`src/rtl/mem_stage_pkg.sv`:
```
// Shared bus types, funct3 access codes and FSM encodings for the MEM stage.
package mem_stage_pkg;

  typedef logic [31:0] reg_bus_t;
  typedef logic [4:0]  reg_addr_t;
  typedef logic [5:0]  stall_ctl_t;

  localparam reg_addr_t NopRegAddr = 5'd0;
  localparam int        StallMem   = 4;

  localparam logic [2:0] F3Lb  = 3'b000;
  localparam logic [2:0] F3Lh  = 3'b001;
  localparam logic [2:0] F3Lw  = 3'b010;
  localparam logic [2:0] F3Lbu = 3'b100;
  localparam logic [2:0] F3Lhu = 3'b101;
  localparam logic [2:0] F3Sb  = 3'b000;
  localparam logic [2:0] F3Sh  = 3'b001;
  localparam logic [2:0] F3Sw  = 3'b010;

  // The low two funct3 bits encode the access size for loads and stores alike.
  localparam logic [1:0] SizeByte = 2'b00;
  localparam logic [1:0] SizeHalf = 2'b01;
  localparam logic [1:0] SizeWord = 2'b10;

  localparam logic [1:0] MemIdle = 2'd0;
  localparam logic [1:0] MemWait = 2'd1;
  localparam logic [1:0] MemDone = 2'd2;

  function automatic logic access_aligned(input logic [1:0] size, input logic [1:0] off);
    case (size)
      SizeByte: return 1'b1;
      SizeHalf: return !off[0];
      default:  return off == 2'b00;
    endcase
  endfunction

endpackage

```
`src/rtl/mem_stage_if.sv`:
```
// Data-bus request/response bundle between the MEM stage and the data memory.
interface mem_stage_if;
  import mem_stage_pkg::*;

  logic     req;
  logic     we;
  reg_bus_t addr;
  reg_bus_t wdata;
  logic [3:0] wstrb;
  reg_bus_t rdata;
  logic     ack;

  modport master (output req, we, addr, wdata, wstrb, input rdata, ack);
  modport slave  (input req, we, addr, wdata, wstrb, output rdata, ack);

endinterface

```
`src/rtl/mem_stage_load_align.sv`:
```
// Picks the byte/half lane addressed by the low address bits and extends it.
module load_align
  import mem_stage_pkg::*;
(
  input  reg_bus_t   rdata,
  input  logic [1:0] off,
  input  logic [2:0] funct3,
  output reg_bus_t   ldata
);

  logic [7:0]  lane_b;
  logic [15:0] lane_h;
  logic        sext;

  // funct3[2] set means the unsigned variants LBU/LHU.
  always_comb begin
    case (off)
      2'd0:    lane_b = rdata[7:0];
      2'd1:    lane_b = rdata[15:8];
      2'd2:    lane_b = rdata[23:16];
      default: lane_b = rdata[31:24];
    endcase
    lane_h = off[1] ? rdata[31:16] : rdata[15:0];
    sext   = !funct3[2];
    case (funct3[1:0])
      SizeByte: ldata = {{24{sext & lane_b[7]}}, lane_b};
      SizeHalf: ldata = {{16{sext & lane_h[15]}}, lane_h};
      default:  ldata = rdata;
    endcase
  end

endmodule

```
`src/rtl/mem_stage.sv`:
```
// MEM pipeline stage: ALU pass-through plus load/store over a req/ack data bus
// with lane steering, stall requests and a timeout abort.
module mem_stage
  import mem_stage_pkg::*;
#(
  parameter int TIMEOUT = 16
) (
  input  logic        clk,
  input  logic        rst,
  input  reg_addr_t   rd_i,
  input  logic        regwe_i,
  input  reg_bus_t    alu_i,
  input  logic        memre_i,
  input  logic        memwe_i,
  input  logic [2:0]  funct3_i,
  input  reg_bus_t    sdata_i,
  input  stall_ctl_t  stall_i,
  output reg_addr_t   rd_o,
  output logic        regwe_o,
  output reg_bus_t    wbdata_o,
  output logic        stallreq_o,
  mem_stage_if.master dbus,
  output logic        misalign_o,
  output logic        bus_err_o
);

  localparam logic [7:0] CntLast = 8'(TIMEOUT - 1);

  logic [1:0] state, state_nxt;
  logic [7:0] cnt;
  reg_bus_t   rdata_q;
  reg_bus_t   ldata;
  reg_bus_t   st_wdata;
  logic [3:0] st_wstrb;
  logic       is_mem, aligned, mem_op, mem_stall;
  logic       busy_req, ack, abort;
  logic       unused_stall;

  assign unused_stall = ^{stall_i[5], stall_i[3:0]};

  assign is_mem    = memre_i | memwe_i;
  assign aligned   = access_aligned(funct3_i[1:0], alu_i[1:0]);
  assign mem_op    = is_mem & aligned;
  assign mem_stall = stall_i[StallMem];
  assign busy_req  = ((state == MemIdle) && mem_op) || (state == MemWait);
  assign ack       = busy_req & dbus.ack;
  assign abort     = (state == MemWait) && !dbus.ack && (cnt == CntLast);

  load_align u_load_align (
    .rdata  (dbus.rdata),
    .off    (alu_i[1:0]),
    .funct3 (funct3_i),
    .ldata  (ldata)
  );

  always_comb begin
    st_wdata = sdata_i;
    st_wstrb = 4'b1111;
    case (funct3_i[1:0])
      SizeByte: begin
        st_wdata = {4{sdata_i[7:0]}};
        st_wstrb = 4'b0001 << alu_i[1:0];
      end
      SizeHalf: begin
        st_wdata = {2{sdata_i[15:0]}};
        st_wstrb = alu_i[1] ? 4'b1100 : 4'b0011;
      end
      default: ;
    endcase
  end

  // A completed access only parks in DONE when MEM is frozen and cannot consume it.
  always_comb begin
    state_nxt = state;
    case (state)
      MemIdle: begin
        if (mem_op) state_nxt = ack ? (mem_stall ? MemDone : MemIdle) : MemWait;
      end
      MemWait: begin
        if (ack || abort) state_nxt = mem_stall ? MemDone : MemIdle;
      end
      MemDone: begin
        if (!mem_stall) state_nxt = MemIdle;
      end
      default: state_nxt = MemIdle;
    endcase
  end

  always_ff @(posedge clk) begin
    if (rst) begin
      state   <= MemIdle;
      cnt     <= '0;
      rdata_q <= '0;
    end else begin
      state <= state_nxt;
      if (state != MemWait) cnt <= '0;
      else if (!ack)        cnt <= cnt + 8'd1;
      if (ack && mem_stall) rdata_q <= ldata;
      else if (abort)       rdata_q <= '0;
    end
  end

  // Every output is gated by reset so an in-flight request vanishes immediately.
  always_comb begin
    rd_o       = NopRegAddr;
    regwe_o    = 1'b0;
    wbdata_o   = '0;
    stallreq_o = 1'b0;
    misalign_o = 1'b0;
    bus_err_o  = 1'b0;
    dbus.req   = 1'b0;
    dbus.we    = 1'b0;
    dbus.addr  = '0;
    dbus.wdata = '0;
    dbus.wstrb = '0;
    if (!rst) begin
      rd_o       = rd_i;
      misalign_o = is_mem & !aligned;
      regwe_o    = regwe_i & !memwe_i & !misalign_o & !abort;
      bus_err_o  = abort;
      if (busy_req) begin
        dbus.req   = 1'b1;
        dbus.we    = memwe_i;
        dbus.addr  = {alu_i[31:2], 2'b00};
        dbus.wdata = memwe_i ? st_wdata : '0;
        dbus.wstrb = memwe_i ? st_wstrb : 4'b0000;
        stallreq_o = !dbus.ack & !abort;
      end
      if (state == MemDone)          wbdata_o = rdata_q;
      else if (mem_op && !memwe_i)   wbdata_o = ldata;
      else                           wbdata_o = alu_i;
    end
  end

endmodule

```
`src/flat_wrapper.sv`:
```
// flat-port wrapper written by rule: the top's interface ports become plain ports
module mem_stage_flat import mem_stage_pkg::*;
#(
  parameter int TIMEOUT = 16
)
  (clk, rst, rd_i, regwe_i, alu_i, memre_i, memwe_i, funct3_i, sdata_i, stall_i, rd_o, regwe_o, wbdata_o, stallreq_o, misalign_o, bus_err_o, dbus_req, dbus_we, dbus_addr, dbus_wdata, dbus_wstrb, dbus_rdata, dbus_ack);
  mem_stage_if dbus_i ();
  input  logic clk;
  input  logic rst;
  input  reg_addr_t rd_i;
  input  logic regwe_i;
  input  reg_bus_t alu_i;
  input  logic memre_i;
  input  logic memwe_i;
  input  logic [2:0] funct3_i;
  input  reg_bus_t sdata_i;
  input  stall_ctl_t stall_i;
  output reg_addr_t rd_o;
  output logic regwe_o;
  output reg_bus_t wbdata_o;
  output logic stallreq_o;
  output logic misalign_o;
  output logic bus_err_o;
  output wire logic [$bits(dbus_i.req)-1:0] dbus_req;
  output wire logic [$bits(dbus_i.we)-1:0] dbus_we;
  output wire logic [$bits(dbus_i.addr)-1:0] dbus_addr;
  output wire logic [$bits(dbus_i.wdata)-1:0] dbus_wdata;
  output wire logic [$bits(dbus_i.wstrb)-1:0] dbus_wstrb;
  input wire logic [$bits(dbus_i.rdata)-1:0] dbus_rdata;
  input wire logic [$bits(dbus_i.ack)-1:0] dbus_ack;
  assign dbus_req = dbus_i.req;
  assign dbus_we = dbus_i.we;
  assign dbus_addr = dbus_i.addr;
  assign dbus_wdata = dbus_i.wdata;
  assign dbus_wstrb = dbus_i.wstrb;
  assign dbus_i.rdata = dbus_rdata;
  assign dbus_i.ack = dbus_ack;
  mem_stage #(.TIMEOUT(TIMEOUT)) u_core (.clk(clk), .rst(rst), .rd_i(rd_i), .regwe_i(regwe_i), .alu_i(alu_i), .memre_i(memre_i), .memwe_i(memwe_i), .funct3_i(funct3_i), .sdata_i(sdata_i), .stall_i(stall_i), .rd_o(rd_o), .regwe_o(regwe_o), .wbdata_o(wbdata_o), .stallreq_o(stallreq_o), .dbus(dbus_i), .misalign_o(misalign_o), .bus_err_o(bus_err_o));
endmodule
```
`config.mk`:
```
export PLATFORM = sky130hd
export DESIGN_NAME = mem_stage_flat
export DESIGN_NICKNAME = d
export VERILOG_FILES = /design/src/rtl/mem_stage_pkg.sv /design/src/rtl/mem_stage_if.sv /design/src/rtl/mem_stage_load_align.sv /design/src/rtl/mem_stage.sv /design/src/flat_wrapper.sv
export SDC_FILE = /design/constraint.sdc
export NUM_CORES = 1
export LEC_CHECK = 0
export ABC_CLOCK_PERIOD_IN_PS = 2270
export BUFFER_PORTS_ARGS = -buffer_cell sky130_fd_sc_hd__buf_2
export CAP_MARGIN = 20
export CORE_ASPECT_RATIO = 0.75
export CORE_MARGIN = 5
export CORE_UTILIZATION = 41
export DETAILED_ROUTE_END_ITERATION = 12
export PLACE_DENSITY = 0.9
export SYNTH_ARGS = -nofsm -noshare
export SYNTH_HDL_FRONTEND = slang
export SYNTH_SLANG_ARGS = --single-unit
```
`constraint.sdc`:
```
create_clock -name clk -period 2.27 [get_ports clk]
set_clock_uncertainty 0.15 [all_clocks]
set_input_delay 0.454 -clock clk [delete_from_list [all_inputs] [get_ports clk]]
set_output_delay 0.454 -clock clk [all_outputs]
set_load 0.1 [all_outputs]
```
==> results by stage, run 1 <==
Run status:
- The run stopped with a tool error.
- The run ended at 4_1_cts.
- The first error in the log reads "[ERROR DPL-0038] Utilization greater than 100%, impossible to legalize".

Clock tree:
- Clock tree synthesis found a total of 42 sinks.
- No sink is reached through more buffers than the 2 on the longest clock path.
- Buffers added to address setup during post-CTS repair amount to 37.
- The H-tree depth is 2.
- Gates resized during post-CTS repair numbered 188.
- The cell sitting at the root of the clock tree is a clkbuf_16.
- The hold buffer count at CTS is 0.
- The number of clock buffers inserted by TritonCTS is 5.

Placement:
- The worst slack at placement is -0.692 ns.
- The final RePlAce weighted congestion is 1.09.
- The half-perimeter wire length after placement is 18.1 mm.
- The placed instances occupy a cell area of 8130 um2.
- The count of input and output buffers is 219.

Synth:
- The count of distinct cell types in the synthesized netlist is 56.
- The biggest area contributor in the post-synthesis netlist is dfxtp_1.
- In this run, synthesis inferred 0 flip-flops with an integrated enable.
- The cell area that synthesis handed to floorplanning was 3910 um2.
- Synthesis inferred 42 register bits.
- Ranked by total cell area, the synthesized netlist is headed by dfxtp_1 22%, nor2_1 7.5%, nand2_1 7.3%.
- The fraction of registers with async set or reset after synthesis is 0%.
- During synthesis, Yosys emitted a total of 0 warnings.
- The leading register cell type out of synthesis is dfxtp_1.
- The post-synthesis sequential area ratio is 21.5%.
- The top cell type by area accounts for 21.5% of the synthesized area.
- The synthesized area divided by synthesized cell count is 6.98 um2.
- The cell count after synthesis is 560.

Die:
- The count of pins on the block boundary is 227.
- The cell row count is 30.
- The horizontal extent of the die is 123 um.
- Once the floorplan was initialized, standard cells occupied 42.7% of the core.
- The die height is 94.5 um.
[metrics by stage]
stage / setup TNS (ns) / cells
floorplan: -32.34 / 561
global placement: -39.27 / 932
detailed placement: -46.60 / 932
[kinds of logic after synthesis]
| kind of cell | count (synthesis) | share of synthesized area (%) |
|---|---|---|
| buf+inv | 60 | 7.30 |
| fa+ha+maj | 1 | 0.320 |
| compound gates | 161 | 29.3 |
| simple gates | 261 | 32.1 |
| flops | 42 | 21.5 |
| mux | 28 | 8.01 |
| other cells | 1 | 0.0960 |
| xor+xnor | 6 | 1.35 |
[Yosys cell counts (7+ instances only)]
cell	number
nand2_1	76
o21ai_0	7
clkbuf_1	23
nor2_1	78
nor2b_1	7
nor3_1	18
mux2i_1	17
a22oi_1	8
mux2_2	8
buf_1	7
o22ai_1	23
o221ai_1	7
and2_1	39
nor4_1	17
a21oi_1	47
a211oi_1	9
buf_2	17
dfxtp_1	42
o31ai_1	8
a22o_1	31
a221oi_1	8
==> inputs of run 2 (changes only) <==
--- a/config.mk
+++ b/config.mk
@@ -5,14 +5,13 @@
 export SDC_FILE = /design/constraint.sdc
 export NUM_CORES = 1
 export LEC_CHECK = 0
-export ABC_CLOCK_PERIOD_IN_PS = 2270
+export ABC_CLOCK_PERIOD_IN_PS = 3000
 export BUFFER_PORTS_ARGS = -buffer_cell sky130_fd_sc_hd__buf_2
 export CAP_MARGIN = 20
-export CORE_ASPECT_RATIO = 0.75
 export CORE_MARGIN = 5
-export CORE_UTILIZATION = 41
+export CORE_UTILIZATION = 30
 export DETAILED_ROUTE_END_ITERATION = 12
-export PLACE_DENSITY = 0.9
+export PLACE_DENSITY_LB_ADDON = 0.15
 export SYNTH_ARGS = -nofsm -noshare
 export SYNTH_HDL_FRONTEND = slang
 export SYNTH_SLANG_ARGS = --single-unit
==> constraint.sdc (replaced) <==
create_clock -name clk -period 3 [get_ports clk]
set_clock_uncertainty 0.15 [all_clocks]
set_input_delay 0.6 -clock clk [delete_from_list [all_inputs] [get_ports clk]]
set_output_delay 0.6 -clock clk [all_outputs]
set_load 0.1 [all_outputs]
==> run 2 against run 1 <==
- the flow now finishes, with violations (setup timing)
- synthesized cell count did not move
- synthesized area did not move
==> results by stage, run 2 <==
Hold path:
- The type of the most critical hold path is reg2reg.

Detailed routing:
- The final routed wire length divided by cell count is 18.4 um.
- The number of iterations in the first detailed-routing pass is 4.
- The number of nets still failing antenna checks after routing is 0.
- For this run, design rule violations remaining after detail routing come to 0.
- Using the TritonRoute via totals, the vias-per-cell ratio works out to 5.32.
- The detailed router finished its first iteration with 340 violations.
- For this block, the via count after detailed routing is 5274.
- After detailed routing, the total wire length is 18.2 mm.

Synth:
- The fraction of registers with async set or reset after synthesis is 0%.
- Counting flops with a built-in enable in the synthesized netlist gives 0.
- For this run, the leading register cell type out of synthesis is dfxtp_1.
- The number of flip-flops and latches in the synthesized netlist is 42.
- In the post-synthesis netlist, the cell with the most instances is nor2_1.
- By count the netlist is led by 78 x nor2_1, 76 x nand2_1, 47 x a21oi_1.
- Each instance of the synthesized netlist takes up on average 6.98 um2.
- Counting distinct cell types in the post-synthesis netlist gives 56.
- The fraction of post-synthesis cell area in the top cell type by area is 21.5%.
- Sorting the synthesized cells by area gives the leading types as dfxtp_1 22%, nor2_1 7.5%, nand2_1 7.3%.
- The cell count after synthesis came out at 560.
- During synthesis, Yosys emitted a total of 0 warnings.
- The post-synthesis sequential area ratio is 21.5%.
- The synthesized design spends more area on one cell type than any other, namely dfxtp_1.
- The synthesized netlist occupies a cell area of 3910 um2.

Layout:
- The antenna diode count is 0.
- The top cell types in the final layout, fill and taps aside, are 114 x buf_2, 85 x buf_4, 73 x buf_12, 67 x nand2_1, 52 x nor2_1.
- Cells fill 67.0% of the core in the end.
- The relative area change from synthesis to final layout is 117%.
- Counting the fill cells in the layout gives 1027.
- The largest register by flop count is u_core.rdata_q.
- The count of cells in the finished layout, fillers not included, comes to 991.
- The most common cell after layout, fill and taps aside is buf_2.
- The number of flip-flops in the largest register is 32.
- Cells with a size suffix above 1 make up 60.0% of the layout.
- The largest registers in the layout are u_core.rdata_q: 32 flops, u_core.cnt: 8 flops, u_core.state: 2 flops.
- At the end of the flow, the number of nets in the layout was 935.

GRT:
- For this run the aggregate overflow at the end of global routing stands at 0.
- The number of antenna violations at the first check in global routing is 1.
- The global-route wire length before repair is 27.8 mm.
- The via count of the first global-routing pass is 5336.
- The maximum number of pins on one net before global-route repair is 29.
- In the global route stage, overall resource usage came out at 22.8%.

Critical path:
- The kind of critical path is in2out.
- The critical path launch point type is a primary input.
- The required time of the worst setup path is 2.25 ns.
- The data arrival time of the critical path is 2.28 ns.
- The highest net fanout along the worst path is 8.
- The type of destination of the critical path is an output pin.

Power:
- The leakage power is 3.56 nW.
- The total chip power is 2.93 mW.
- VDD sags by at most 0.000239 V.
- The total power per unit cell area is 345 nW/um2.

STA:
- The final sum of negative setup slack is -0.0277 ns.
- The share of the cycle needed by the critical path after routing is 101%.
- The remaining max-slew budget at the tightest pin is 38.8%.
- Setup repair after global routing could not meet its margin everywhere.
- Setup violations remaining at the end of the flow were counted as 1.
- The final hold violation count is 0.
- The final worst slack is -0.0277 ns.
- The transition at the pin with the smallest max-transition slack is 0.914 ns.
- For this run, the top clock speed supported by timing is 0.330 GHz.
- The worst path in the final design needs a cycle of 3.03 ns, including I/O delays and setup.
- The count of final max-slew check failures was 0.

Die:
- From bottom edge to top edge, the die measures 124 um.
- The effective utilization at floorplan is 30.8%.
- In this run the count of I/O pins placed on the die edge is 227.
- The die area is 15400 um2.
- The floorplan core area is 12700 um2.
- Measured along the x axis, the die boundary spans 124 um.
- The floorplan has 41 rows.

Placement:
- The count of input and output buffers is 219.
- The placed cell count is 969.
- OpenSTA, run right after detailed placement, puts the worst setup slack at -0.275 ns.
- The congestion estimate from routability-driven global placement came to 0.870.
- The half-perimeter wire length after placement is 14.2 mm.

Run status:
- The run finished, with violations left.
- The checks that failed: setup timing.

Clock tree:
- The H-tree generated during clock tree synthesis spans 2 levels.
- After clock tree synthesis, the clock-pin slew on the worst setup and hold paths is 0.06 ns.
- The longest clock path from root to sink contains 2 buffers.
- The number of clock buffers inserted by TritonCTS is 5.
- TritonCTS built the clock tree.
- The clock root buffer is clkbuf_16.
- After clock tree synthesis, the flow added hold-fix buffers numbering 0.
- The insertion delay to the later sink of the worst-skew pair is 0.29 ns.
- The number of sinks on the clock net is 42.

Flow run:
- The max-capacitance violation count is 0.
==> run 2: cells by family (layout without fill, tap and decap cells) <==
| kind of cell | after synthesis | count (layout) | share of synthesized area, % |
|---|---|---|---|
| AOI/OAI and AO/OA | 161 | 161 | 29.3 |
| xor gates and xnor gates | 6 | 6 | 1.35 |
| other | 1 | 2 | 0.0960 |
| adders and majority gates | 1 | 1 | 0.320 |
| buffers and inverters | 60 | 318 | 7.30 |
| DFF | 42 | 42 | 21.5 |
| muxes | 28 | 28 | 8.01 |
| and+or+nand+nor | 261 | 261 | 32.1 |
==> run 2: worst paths after layout <==
path	start	end	slack, ns	depth (start not counted)
worst max-delay path	alu_i[1]	wbdata_o[16]	-0.03	10
worst min register to register	u_core.rdata_q[11]	u_core.rdata_q[11]	0.33	1
worst max register to register	u_core.cnt[4]	u_core.rdata_q[8]	0.64	6
worst min-delay path	u_core.rdata_q[11]	u_core.rdata_q[11]	0.33	1
==> run 2: layer usage <==
layer | part of all wire (%) | vias up | GRT usage, %
met1 | 42 | 2523 | 28.6
met4 | 1.7 | 2 | 4.11
met2 | 51 | 178 | 40.5
met5 | 0.038 | - | 0
met3 | 5.6 | 23 | 4.59
li1 | - | 2548 | -
==> run 2: area by class of cell <==
class	instances	area [um2]	share of cell area, %
Sequential cell	42	842	9.91
Clock buffer	5	125	1.47
Timing Repair Buffer	303	3060	36.0
Tap cell	172	215	2.53
Multi-Input combinational cell	459	4200	49.4
Clock inverter	3	23.8	0.280
Inverter	6	26.3	0.309
Timing Repair inverter	1	7.51	0.0884
==> run 2: critical path, stage by stage <==
cell,delay (ns)
buf_8,0.08
buf_8,0.12
nor3b_4,0.21
a222oi_1,0.10
buf_4,0.17
o211ai_4,0.26
buf_8,0.20
a21oi_4,0.04
nor4_4,0.28
buf_12,0.21
==> run 2: metrics by stage <==
stage,hold slack [ns],cell area [um2]
finish,0.333,8490
global route,0.346,8490
CTS,0.330,8090
detailed placement,0.313,7640
global placement,0.304,7640
floorplan,0.293,5140
==> run 2: timing repair <==
action	in CTS	in global routing
gates resized for setup	59	59
endpoints found under the setup margin	68	75
setup buffers	5	7
pin swaps	26	13
cloned	1	3
==> run 2: power by group <==
group	internal [mW]	switching, mW	total (mW)
logic	0.643	1.14	1.78
clock network	0.312	0.255	0.567
registers	0.574	0.0118	0.585
total	1.53	1.40	2.93
(Power assumes the default switching activity.)
